==> src/rtl/load_store_unit.sv <==
`default_nettype none
// ============================================================================
// Module   : load_store_unit
// Brief    : Multi-cycle load/store stage: effective-address generation, one
//            memory access per request, load byte/half extraction, and a
//            single-cycle response pulse. Optional macro LSU_ALIGN_CHECK_EN
//            enables misaligned-access faults.
// Revision : 1.0 - initial release
// ============================================================================
module load_store_unit #(
  parameter int MEM_READ_LATENCY = 1,
  parameter int ADDR_WIDTH       = 32
) (
  input  logic                  clk,
  input  logic                  reset,
  input  logic                  req_valid,
  output logic                  req_ready,
  input  logic                  req_is_store,
  input  logic [2:0]            req_funct3,
  input  logic [ADDR_WIDTH-1:0] req_base,
  input  logic [ADDR_WIDTH-1:0] req_offset,
  input  logic [31:0]           req_store_data,
  output logic                  resp_valid,
  output logic [31:0]           resp_data,
  output logic                  resp_fault,
  output logic                  mem_wren,
  output logic [2:0]            mem_funct3,
  output logic [ADDR_WIDTH-1:0] mem_address,
  output logic [31:0]           mem_data_in,
  input  logic [31:0]           mem_data_out
);

  localparam logic [1:0] c_LAST_WAIT = 2'(MEM_READ_LATENCY - 1);

  typedef enum logic [1:0] {
    S_IDLE    = 2'd0,
    S_ISSUE   = 2'd1,
    S_WAIT    = 2'd2,
    S_RESPOND = 2'd3
  } state_t;

  state_t r_state;
  state_t w_next;

  logic [1:0]            r_lane;
  logic [2:0]            r_funct3;
  logic                  r_is_store;
  logic [1:0]            r_cnt;
  logic [31:0]           r_resp_data;
  logic                  r_resp_fault;
  logic                  r_mem_wren;
  logic [2:0]            r_mem_funct3;
  logic [ADDR_WIDTH-1:0] r_mem_address;
  logic [31:0]           r_mem_data_in;

  logic                  w_accept;
  logic [ADDR_WIDTH-1:0] w_ea;
  logic                  w_illegal;
  logic                  w_misaligned;
  logic                  w_fault;
  logic [7:0]            w_byte;
  logic [15:0]           w_half;
  logic [31:0]           w_load_data;

  assign req_ready   = (r_state == S_IDLE);
  assign w_accept    = req_valid && req_ready;
  assign w_ea        = req_base + req_offset;
  assign resp_valid  = (r_state == S_RESPOND);
  assign resp_data   = resp_valid ? r_resp_data : 32'd0;
  assign resp_fault  = resp_valid & r_resp_fault;
  assign mem_wren    = r_mem_wren;
  assign mem_funct3  = r_mem_funct3;
  assign mem_address = r_mem_address;
  assign mem_data_in = r_mem_data_in;

  // Stores only have sb/sh/sw; loads additionally have lbu/lhu.
  always_comb begin
    w_illegal = 1'b0;
    if (req_is_store)
      w_illegal = (req_funct3 > 3'd2);
    else
      w_illegal = (req_funct3 == 3'd3) || (req_funct3[2:1] == 2'b11);
  end

`ifdef LSU_ALIGN_CHECK_EN
  assign w_misaligned = ((req_funct3[1:0] == 2'b01) && w_ea[0]) ||
                        ((req_funct3[1:0] == 2'b10) && (w_ea[1:0] != 2'b00));
`else
  assign w_misaligned = 1'b0;
`endif

  assign w_fault = w_illegal | w_misaligned;

  always_comb begin
    w_byte      = mem_data_out[{r_lane, 3'b000} +: 8];
    w_half      = mem_data_out[{r_lane[1], 4'b0000} +: 16];
    w_load_data = mem_data_out;
    case (r_funct3)
      3'd0:    w_load_data = {{24{w_byte[7]}}, w_byte};
      3'd1:    w_load_data = {{16{w_half[15]}}, w_half};
      3'd4:    w_load_data = {24'd0, w_byte};
      3'd5:    w_load_data = {16'd0, w_half};
      default: w_load_data = mem_data_out;
    endcase
  end

  always_ff @(posedge clk or posedge reset) begin
    if (reset)
      r_state <= S_IDLE;
    else
      r_state <= w_next;
  end

  always_comb begin
    w_next = r_state;
    case (r_state)
      S_IDLE:    if (w_accept) w_next = w_fault ? S_RESPOND : S_ISSUE;
      S_ISSUE:   w_next = r_is_store ? S_RESPOND : S_WAIT;
      S_WAIT:    if (r_cnt == c_LAST_WAIT) w_next = S_RESPOND;
      S_RESPOND: w_next = S_IDLE;
      default:   w_next = S_IDLE;
    endcase
  end

  // Memory outputs are loaded at the accept edge so they are valid throughout ISSUE.
  always_ff @(posedge clk or posedge reset) begin
    if (reset) begin
      r_lane        <= 2'd0;
      r_funct3      <= 3'd0;
      r_is_store    <= 1'b0;
      r_cnt         <= 2'd0;
      r_resp_data   <= 32'd0;
      r_resp_fault  <= 1'b0;
      r_mem_wren    <= 1'b0;
      r_mem_funct3  <= 3'd0;
      r_mem_address <= '0;
      r_mem_data_in <= 32'd0;
    end else begin
      r_mem_wren <= 1'b0;
      case (r_state)
        S_IDLE: begin
          if (w_accept) begin
            r_lane       <= w_ea[1:0];
            r_funct3     <= req_funct3;
            r_is_store   <= req_is_store;
            r_resp_data  <= 32'd0;
            r_resp_fault <= w_fault;
            if (!w_fault) begin
              r_mem_wren <= req_is_store;
              if (req_is_store) begin
                r_mem_funct3  <= req_funct3;
                r_mem_address <= w_ea;
                r_mem_data_in <= req_store_data;
              end else begin
                r_mem_funct3  <= 3'b010;
                r_mem_address <= {w_ea[ADDR_WIDTH-1:2], 2'b00};
              end
            end
          end
        end
        S_ISSUE: r_cnt <= 2'd0;
        S_WAIT: begin
          r_cnt <= r_cnt + 2'd1;
          if (r_cnt == c_LAST_WAIT)
            r_resp_data <= w_load_data;
        end
        default: ;
      endcase
    end
  end

endmodule
`default_nettype wire

==> config.mk <==
export PLATFORM = sky130hd
export DESIGN_NAME = load_store_unit
export DESIGN_NICKNAME = d
export VERILOG_FILES = /design/src/rtl/load_store_unit.sv
export SDC_FILE = /design/constraint.sdc
export NUM_CORES = 1
export LEC_CHECK = 0
export BUFFER_PORTS_ARGS = -buffer_cell sky130_fd_sc_hd__buf_2
export CAP_MARGIN = 20
export CELL_PAD_IN_SITES_DETAIL_PLACEMENT = 1
export CELL_PAD_IN_SITES_GLOBAL_PLACEMENT = 2
export CORE_MARGIN = 2
export CORE_UTILIZATION = 26
export CTS_CLUSTER_DIAMETER = 50
export DETAILED_ROUTE_END_ITERATION = 10
export GPL_TIMING_DRIVEN = 0
export PLACE_DENSITY_LB_ADDON = 0.1
export SLEW_MARGIN = 20
export SYNTH_ARGS = -nofsm -noshare
export SYNTH_HDL_FRONTEND = slang
export SYNTH_SLANG_ARGS = --single-unit
==> constraint.sdc <==
create_clock -name clk -period 3.51 [get_ports clk]
set_clock_uncertainty 0.2 [all_clocks]
set_input_delay 0.351 -clock clk [delete_from_list [all_inputs] [get_ports clk]]
set_output_delay 0.351 -clock clk [all_outputs]
set_load 0.02 [all_outputs]
==> metrics.md, run 1 <==
| Metric | Value |
|---|---|
| Status | `finished clean` |
| Post-layout min period | `3.177 ns` |
| Drt first-iter violations | `216` |
| Chip height | `164.8 µm` |
| Worst Path Required | `3.59 ns` |
| CTS root buf | `clkbuf_16` |
| Vias per cell | `4.706` |
| WS Path Type | `register to register` |
| Core box area | `0.02525 mm²` |
| Total CTS buffers | `9` |
| Layout cells sized above 1 | `26.00%` |
| Area grow syn2layout | `33.68%` |
| Final Slew Violations | `0` |
| Asr flop ratio synth | `100.0%` |
| GRT overflow | `0` |
| Post-synth EDFFs | `0` |
| Ports | `238` |
| Worst hold path class | `input pin to register` |
| Chip Width | `164.8 µm` |
| Crit end category | `register` |
| Fillers | `3084` |
| Leak Pwr | `4.609 nW` |
| Syn Area/Cell | `8.550 µm²` |
| Total die area | `0.02715 mm²` |
| Origin of the critical flop-to-flop path | `r_state[0]` |
| Worst R2R End | `mem_address[8]` |
| Synth Register Bits | `111` |
| Reg area | `0.002778 mm²` |
| Max Clk Rate | `0.3148 GHz` |
| Post-synth cell types | `66` |
| Initial Utilization | `26.61%` |
| H-tree depth | `3` |
| CTS tree | `built` |
| Finished Core Util | `35.57%` |
| Area contributors post-synth | `dfrtp_1 41%, nand2_1 10%, ha_1 6.7%` |
| Post-route clock period utilization | `90.52%` |
| Post-DP HPWL | `18840 µm` |
| FF-to-FF path depth | `10` |
| Initial antenna violation count | `0` |
| Vias in the first global route | `6869` |
| Net count after synthesis | `958` |
| Footprint of the multi-input gates | `0.003681 mm²` |
| Slew @ Worst Pin | `0.6483 ns` |
| Clk buf depth | `2` |
| Area leader, netlist | `dfrtp_1` |
| GR Util All Layers | `18.08%` |
| Clock Latency Late Sink | `0.36 ns` |
| WP data arrival | `3.25 ns` |
| Synth top area share | `41.33%` |
| Rows | `58` |
| CP max FO | `10` |
| Setup tns final | `0 ns` |
| Final ANT Viol Nets | `0` |
| Total wire length | `24170 µm` |
| PwrDens | `719.6 mW/mm²` |
| Pre-antenna DRT Iters | `6` |
| Final hold violations | `0` |
| Vias | `6602` |
| Slew HR | `56.78%` |
| Worst VDD drop | `0.0002558 V` |
| Port-buffer cells | `237` |
| RD Place Congestion | `0.7727` |
| CP startpoint kind | `register` |
| Residual DRC | `0` |
| Inst Count DP | `1354` |
| # setup viols final | `0` |
| Post-Layout Cell Count | `1403` |
| Final nets | `1240` |
| Ant diodes | `0` |
| Sequential area share after synthesis | `41.33%` |
| CP startpoint | `r_state[0]` |
| Syn Inst Count | `786` |
| Routed len/inst | `17.23 µm` |
| Power, Total | `6.464 mW` |
| Clk sinks | `111` |
| Hold WS | `0.03654 ns` |
| YS warnings | `0` |
| Cell Area, Synth | `0.006720 mm²` |
| Max-Cap Viols | `0` |
| R2r setup slk | `0.33 ns` |
| Post-synth top flop | `dfrtp_1` |
| Worst setup path endpoint | `mem_address[8]` |
| Clk pin slew, worst setup/hold paths | `0.09 ns` |
| Largest net degree at the start of global routing | `73` |
| RSZ-0062 raised after global routing | `false` |
| First-pass GRT wire length | `38160 µm` |
## kinds of logic (layout without fill, tap and decap cells)
group | after synthesis | after routing | synth area share (%)
AO/OA/AOI/OAI | 206 | 206 | 20.13
XOR/XNOR | 20 | 20 | 2.606
multiplexers | 10 | 10 | 1.769
buffers and inverters | 68 | 355 | 3.891
flip-flops | 111 | 111 | 41.33
adder cells (fa/ha/maj) | 37 | 37 | 7.001
AND/OR/NAND/NOR | 334 | 334 | 23.27
## layout by cell type (no fill, tap or decap), types with 11 or more instances in the layout
master         netlist  final
clkbuf_1            34     33
dlygate4sd3_1        0     33
a21o_1              23     23
nand2_1            186    186
o21ai_0             58     58
dfrtp_1            111    111
nor2b_1             23     23
nor2_1              36     36
nand4_1             13     13
ha_1                36     36
and2_1              37     37
buf_2                5    242
inv_1               25     24
a21oi_1             39     39
o21ai_1             11     11
## cells in the mapped netlist, types with 11 or more instances
cell type  instances
nand2_1          186
a21oi_1           39
inv_1             25
ha_1              36
nor2b_1           23
dfrtp_1          111
clkbuf_1          34
nor2_1            36
nand4_1           13
o21ai_0           58
o21ai_1           11
a21o_1            23
and2_1            37
## layout make-up
type	instances	area share (%)
Buffer	42	1.838
Clock buffer	9	2.507
Clock inverter	7	0.8078
Inverter	26	1.170
Multi-Input combinational cell	607	40.97
Sequential cell	111	30.92
Tap cell	330	4.596
Timing Repair Buffer	271	17.19
## stage by stage
step                      setup WS (ns)  cell area (µm²)
after global placement           -1.905             8319
after floorplan                 0.02835             6720
after detailed placement         0.2198             8354
after global routing            0.01289             8984
final                            0.3329             8984
after CTS                        0.1921             8982
## critical path, stage by stage (launching register included)
cell and delay, ns:
dfrtp_1 0.44, inv_1 0.09, ha_1 0.31, and2_1 0.17
buf_2 0.17, o21ai_1 0.17, clkbuf_1 0.44, buf_2 0.35
buf_1 0.54, nand2_1 0.11, o31ai_1 0.09
## report_power, final
group	leakage (nW)	internal [mW]	total [mW]	switching (mW)
Clock	0.143	0.507	1.08	0.575
Combinational	3.06	1.14	3.23	2.08
Sequential	1.41	1.84	2.15	0.316
## state kept, by name, indices dropped and copies added, names as in the netlist
signal	flops
mem_address	32
mem_data_in	32
mem_funct3	3
mem_wren	1
r_cnt	2
r_funct3	3
r_is_store	1
r_lane	2
r_resp_data	32
r_resp_fault	1
r_state	2
## worst min path at each step
stage                                from               to  slack, ns  cells past startpoint
after floorplan            r_resp_data[0]   r_resp_data[0]       0.23                      2
after global placement     r_resp_data[5]   r_resp_data[5]       0.24                      2
after detailed placement            reset  mem_data_in[30]       0.16                      2
after CTS                 mem_data_out[6]   r_resp_data[6]       0.03                      3
after global routing        req_funct3[2]      r_funct3[2]       0.04                      2
final                     mem_data_out[6]   r_resp_data[6]       0.04                      3
## layer usage
layer  global-route usage (%)  vias to the layer above  routed length [µm]
li1                         -                     3291                   -
met1                    24.97                     3130               11650
met2                    29.82                      165               11140
met3                    2.536                       16                1140
met4                    4.506                        0                 248
met5                        0                        -                   0
## timing repair
item	in CTS	in global routing
hold buffers	33	0
endpoints found under the setup margin	0	1
resized for setup	0	2
hold endpoints to repair	71	0
setup buffers	0	0
Power figures use the tool's default switching activity.
==> run 2, diff against run 1 <==
- CORE_MARGIN: 2 -> 5
- GPL_ROUTABILITY_DRIVEN: unset -> 0
==> metrics.md, run 2 (same netlist as run 1, synthesis figures left out) <==
| Metric | Value |
|---|---|
| Status | `finished clean (unchanged)` |
| # setup viols final | `0 (unchanged)` |
| Core box area | `0.02533 mm² (was 0.02525 mm²)` |
| Post-layout min period | `3.202 ns (was 3.177 ns)` |
| WP data arrival | `3.27 ns (was 3.25 ns)` |
| Hold WS | `0.03764 ns (was 0.03654 ns)` |
| Area grow syn2layout | `33.81% (was 33.68%)` |
| Leak Pwr | `4.615 nW (was 4.609 nW)` |
| Power, Total | `6.490 mW (was 6.464 mW)` |
| Total wire length | `24860 µm (was 24170 µm)` |
| CP max stage delay | `0.51 ns (was 0.54 ns)` |
| CTS tree | `built (unchanged)` |
| P_int | `3.499 mW (was 3.490 mW)` |
| Worst path most repeated cell | `buf_2 (unchanged)` |
| Origin of the critical flop-to-flop path | `r_state[0] (unchanged)` |
| H-tree depth | `3 (unchanged)` |
| CTS root buf | `clkbuf_16 (unchanged)` |
| WS Path Type | `register to register (unchanged)` |
| Final hold violations | `0 (unchanged)` |
| Worst VDD drop | `0.0002726 V (was 0.0002558 V)` |
| Routed len/inst | `17.70 µm (was 17.23 µm)` |
| Max-Cap Viols | `0 (unchanged)` |
| Ports | `238 (unchanged)` |
| Clock Latency Late Sink | `0.36 ns (about the same)` |
| GRT overflow | `0 (unchanged)` |
| Residual DRC | `0 (unchanged)` |
| Slew HR | `58.37% (was 56.78%)` |
| Sw Ratio | `46.09% (was 46.01%)` |
| Combinational power share | `50.0% (was 49.9%)` |
| Final Slew Violations | `0 (unchanged)` |
| Vias in the first global route | `6886 (was 6869)` |
| Port-buffer cells | `237 (unchanged)` |
| Bufs and invs on worst path | `5 (unchanged)` |
| Worst hold path class | `input pin to register (unchanged)` |
| PnR worst setup slack | `0.3083 ns (was 0.3329 ns)` |
| Slew @ Worst Pin | `0.6244 ns (was 0.6483 ns)` |
| GR Util All Layers | `16.66% (was 18.08%)` |
| Clk sinks | `111 (unchanged)` |
| Initial antenna violation count | `0 (unchanged)` |
| Post-route clock period utilization | `91.22% (was 90.52%)` |
| Clk buf depth | `2 (unchanged)` |
| R2r setup slk | `0.31 ns (was 0.33 ns)` |
| Total CTS buffers | `9 (unchanged)` |
| Clock Power Share | `17.0% (was 16.7%)` |
| CP startpoint kind | `register (unchanged)` |
| Worst Path Required | `3.58 ns (was 3.59 ns)` |
| Initial Utilization | `26.53% (was 26.61%)` |
| Fillers | `3141 (was 3084)` |
| Largest net degree at the start of global routing | `80 (was 73)` |
| FF-to-FF path depth | `10 (unchanged)` |
| Endpoint, Worst Hold | `r_resp_data[6] (unchanged)` |
| Clk pin slew, worst setup/hold paths | `0.08 ns (was 0.09 ns)` |
| P_sw | `2.991 mW (was 2.974 mW)` |
| Vias per cell | `4.696 (was 4.706)` |
| Sequential power share | `33.0% (was 33.3%)` |
| Worst R2R End | `mem_address[7] (was mem_address[8])` |
| First-pass GRT wire length | `38320 µm (was 38160 µm)` |
| Finished Core Util | `35.51% (was 35.57%)` |
| Setup tns final | `0 ns (unchanged)` |
| Post-DP HPWL | `19460 µm (was 18840 µm)` |
| Layout cells sized above 1 | `26.00% (unchanged)` |
| Crit end category | `register (unchanged)` |
| Commonest non-fill, non-tap cell in the layout | `buf_2 (unchanged)` |
| Total die area | `0.02916 mm² (was 0.02715 mm²)` |
| Max Clk Rate | `0.3123 GHz (was 0.3148 GHz)` |
| Buffer count from post-CTS setup fixing | `0 (unchanged)` |
| Worst Hold Launch | `mem_data_out[6] (unchanged)` |
| Pre-CTS setup slack | `0.1478 ns (was 0.2198 ns)` |
| Most frequent cells in the layout | `242 x buf_2, 186 x nand2_1, 111 x dfrtp_1, 58 x o21ai_0, 39 x a21oi_1 (unchanged)` |
| Hold path cells | `3 (unchanged)` |
| Drt first-iter violations | `303 (was 216)` |
| Slowest cell on the critical path | `buf_1 (unchanged)` |
| Rows | `58 (unchanged)` |
| Chip height | `170.8 µm (was 164.8 µm)` |
| Pre-antenna DRT Iters | `4 (was 6)` |
| Final ANT Viol Nets | `0 (unchanged)` |
| Delay-heaviest family, CP | `buffers and inverters (unchanged)` |
| RSZ-0062 raised after global routing | `false (unchanged)` |
| Chip Width | `170.8 µm (was 164.8 µm)` |
| Critical Path, Cell by Cell | `inv_1 > ha_1 > and2_1 > buf_2 > o21ai_1 > clkbuf_1 > buf_2 > buf_1 > nand2_1 > o31ai_1 (unchanged)` |
| Final nets | `1240 (unchanged)` |
| CP max FO | `10 (unchanged)` |
| Vias | `6593 (was 6602)` |
| PwrDens | `721.7 mW/mm² (was 719.6 mW/mm²)` |
run 2: changes by cell type in the layout (fill, tap and decap cells not counted), sizes merged:
cell / previous run / this run
clkinv: 3 / 2
clkinvlp: 1 / 0
diode: 0 / 1
inv: 29 / 31
run 2: per-layer routing:
layer / wire length (µm) / share of wire [%] / track usage [%] / vias up
li1: - / - / - / 3289
met3: 1110 / 4.5 / 2.241 / 25
met2: 11560 / 46 / 27.65 / 160
met5: 0 / 0 / 0 / -
met4: 427 / 1.7 / 4.792 / 0
met1: 11760 / 47 / 22.78 / 3119
run 2: worst max path at each step:
stage	startpoint	to	slack (ns)	depth (start not counted)
after floorplan	reset	mem_address[0]	0.03	1
after global placement	reset	r_resp_data[29]	-1.90	2
after detailed placement	r_state[0]	mem_address[4]	0.15	9
after CTS	r_state[0]	mem_address[4]	0.13	9
after global routing	r_state[0]	mem_address[5]	0.03	10
final	r_state[0]	mem_address[7]	0.31	10
run 2: cell type report:
type                            count  area, µm²  share of cell area, %
Sequential cell                   111       2778                  30.89
Timing Repair Buffer              271       1544                  17.17
Antenna cell                        1      2.502                0.02783
Clock buffer                        9      225.2                  2.505
Clock inverter                      7      78.83                 0.8766
Multi-Input combinational cell    607       3681                  40.94
Buffer                             42      165.2                  1.837
Tap cell                          330      412.9                  4.592
Inverter                           26      105.1                  1.169
run 2: timing repair:
action	CTS	global route
hold buffers	33	0
setup endpoints to repair	0	3
hold endpoints to repair	64	0
gates resized for setup	0	2
run 2: stage by stage:
step                      cell area, µm²  std cells
after floorplan                     6720        786
after CTS                           8989       1403
final                               8992       1404
after global routing                8990       1403
after global placement              8319       1353
after detailed placement            8354       1354
run 2: power by group through the flow:
stage | logic (mW) | registers [mW] | clock network, mW
finish | 3.24 | 2.14 | 1.10
global route | 3.62 | 2.21 | 1.19
CTS | 3.32 | 2.15 | 1.15
detailed placement | 3.28 | 2.17 | 0
global placement | 3.24 | 2.17 | 0
floorplan | 1.68 | 2.54 | 0
run 2: worst reg2reg max path: stages (launching register included):
cell and delay [ns]:
dfrtp_1 0.44, inv_1 0.09, ha_1 0.32, and2_1 0.18
buf_2 0.17, o21ai_1 0.17, clkbuf_1 0.47, buf_2 0.36
buf_1 0.51, nand2_1 0.11, o31ai_1 0.09
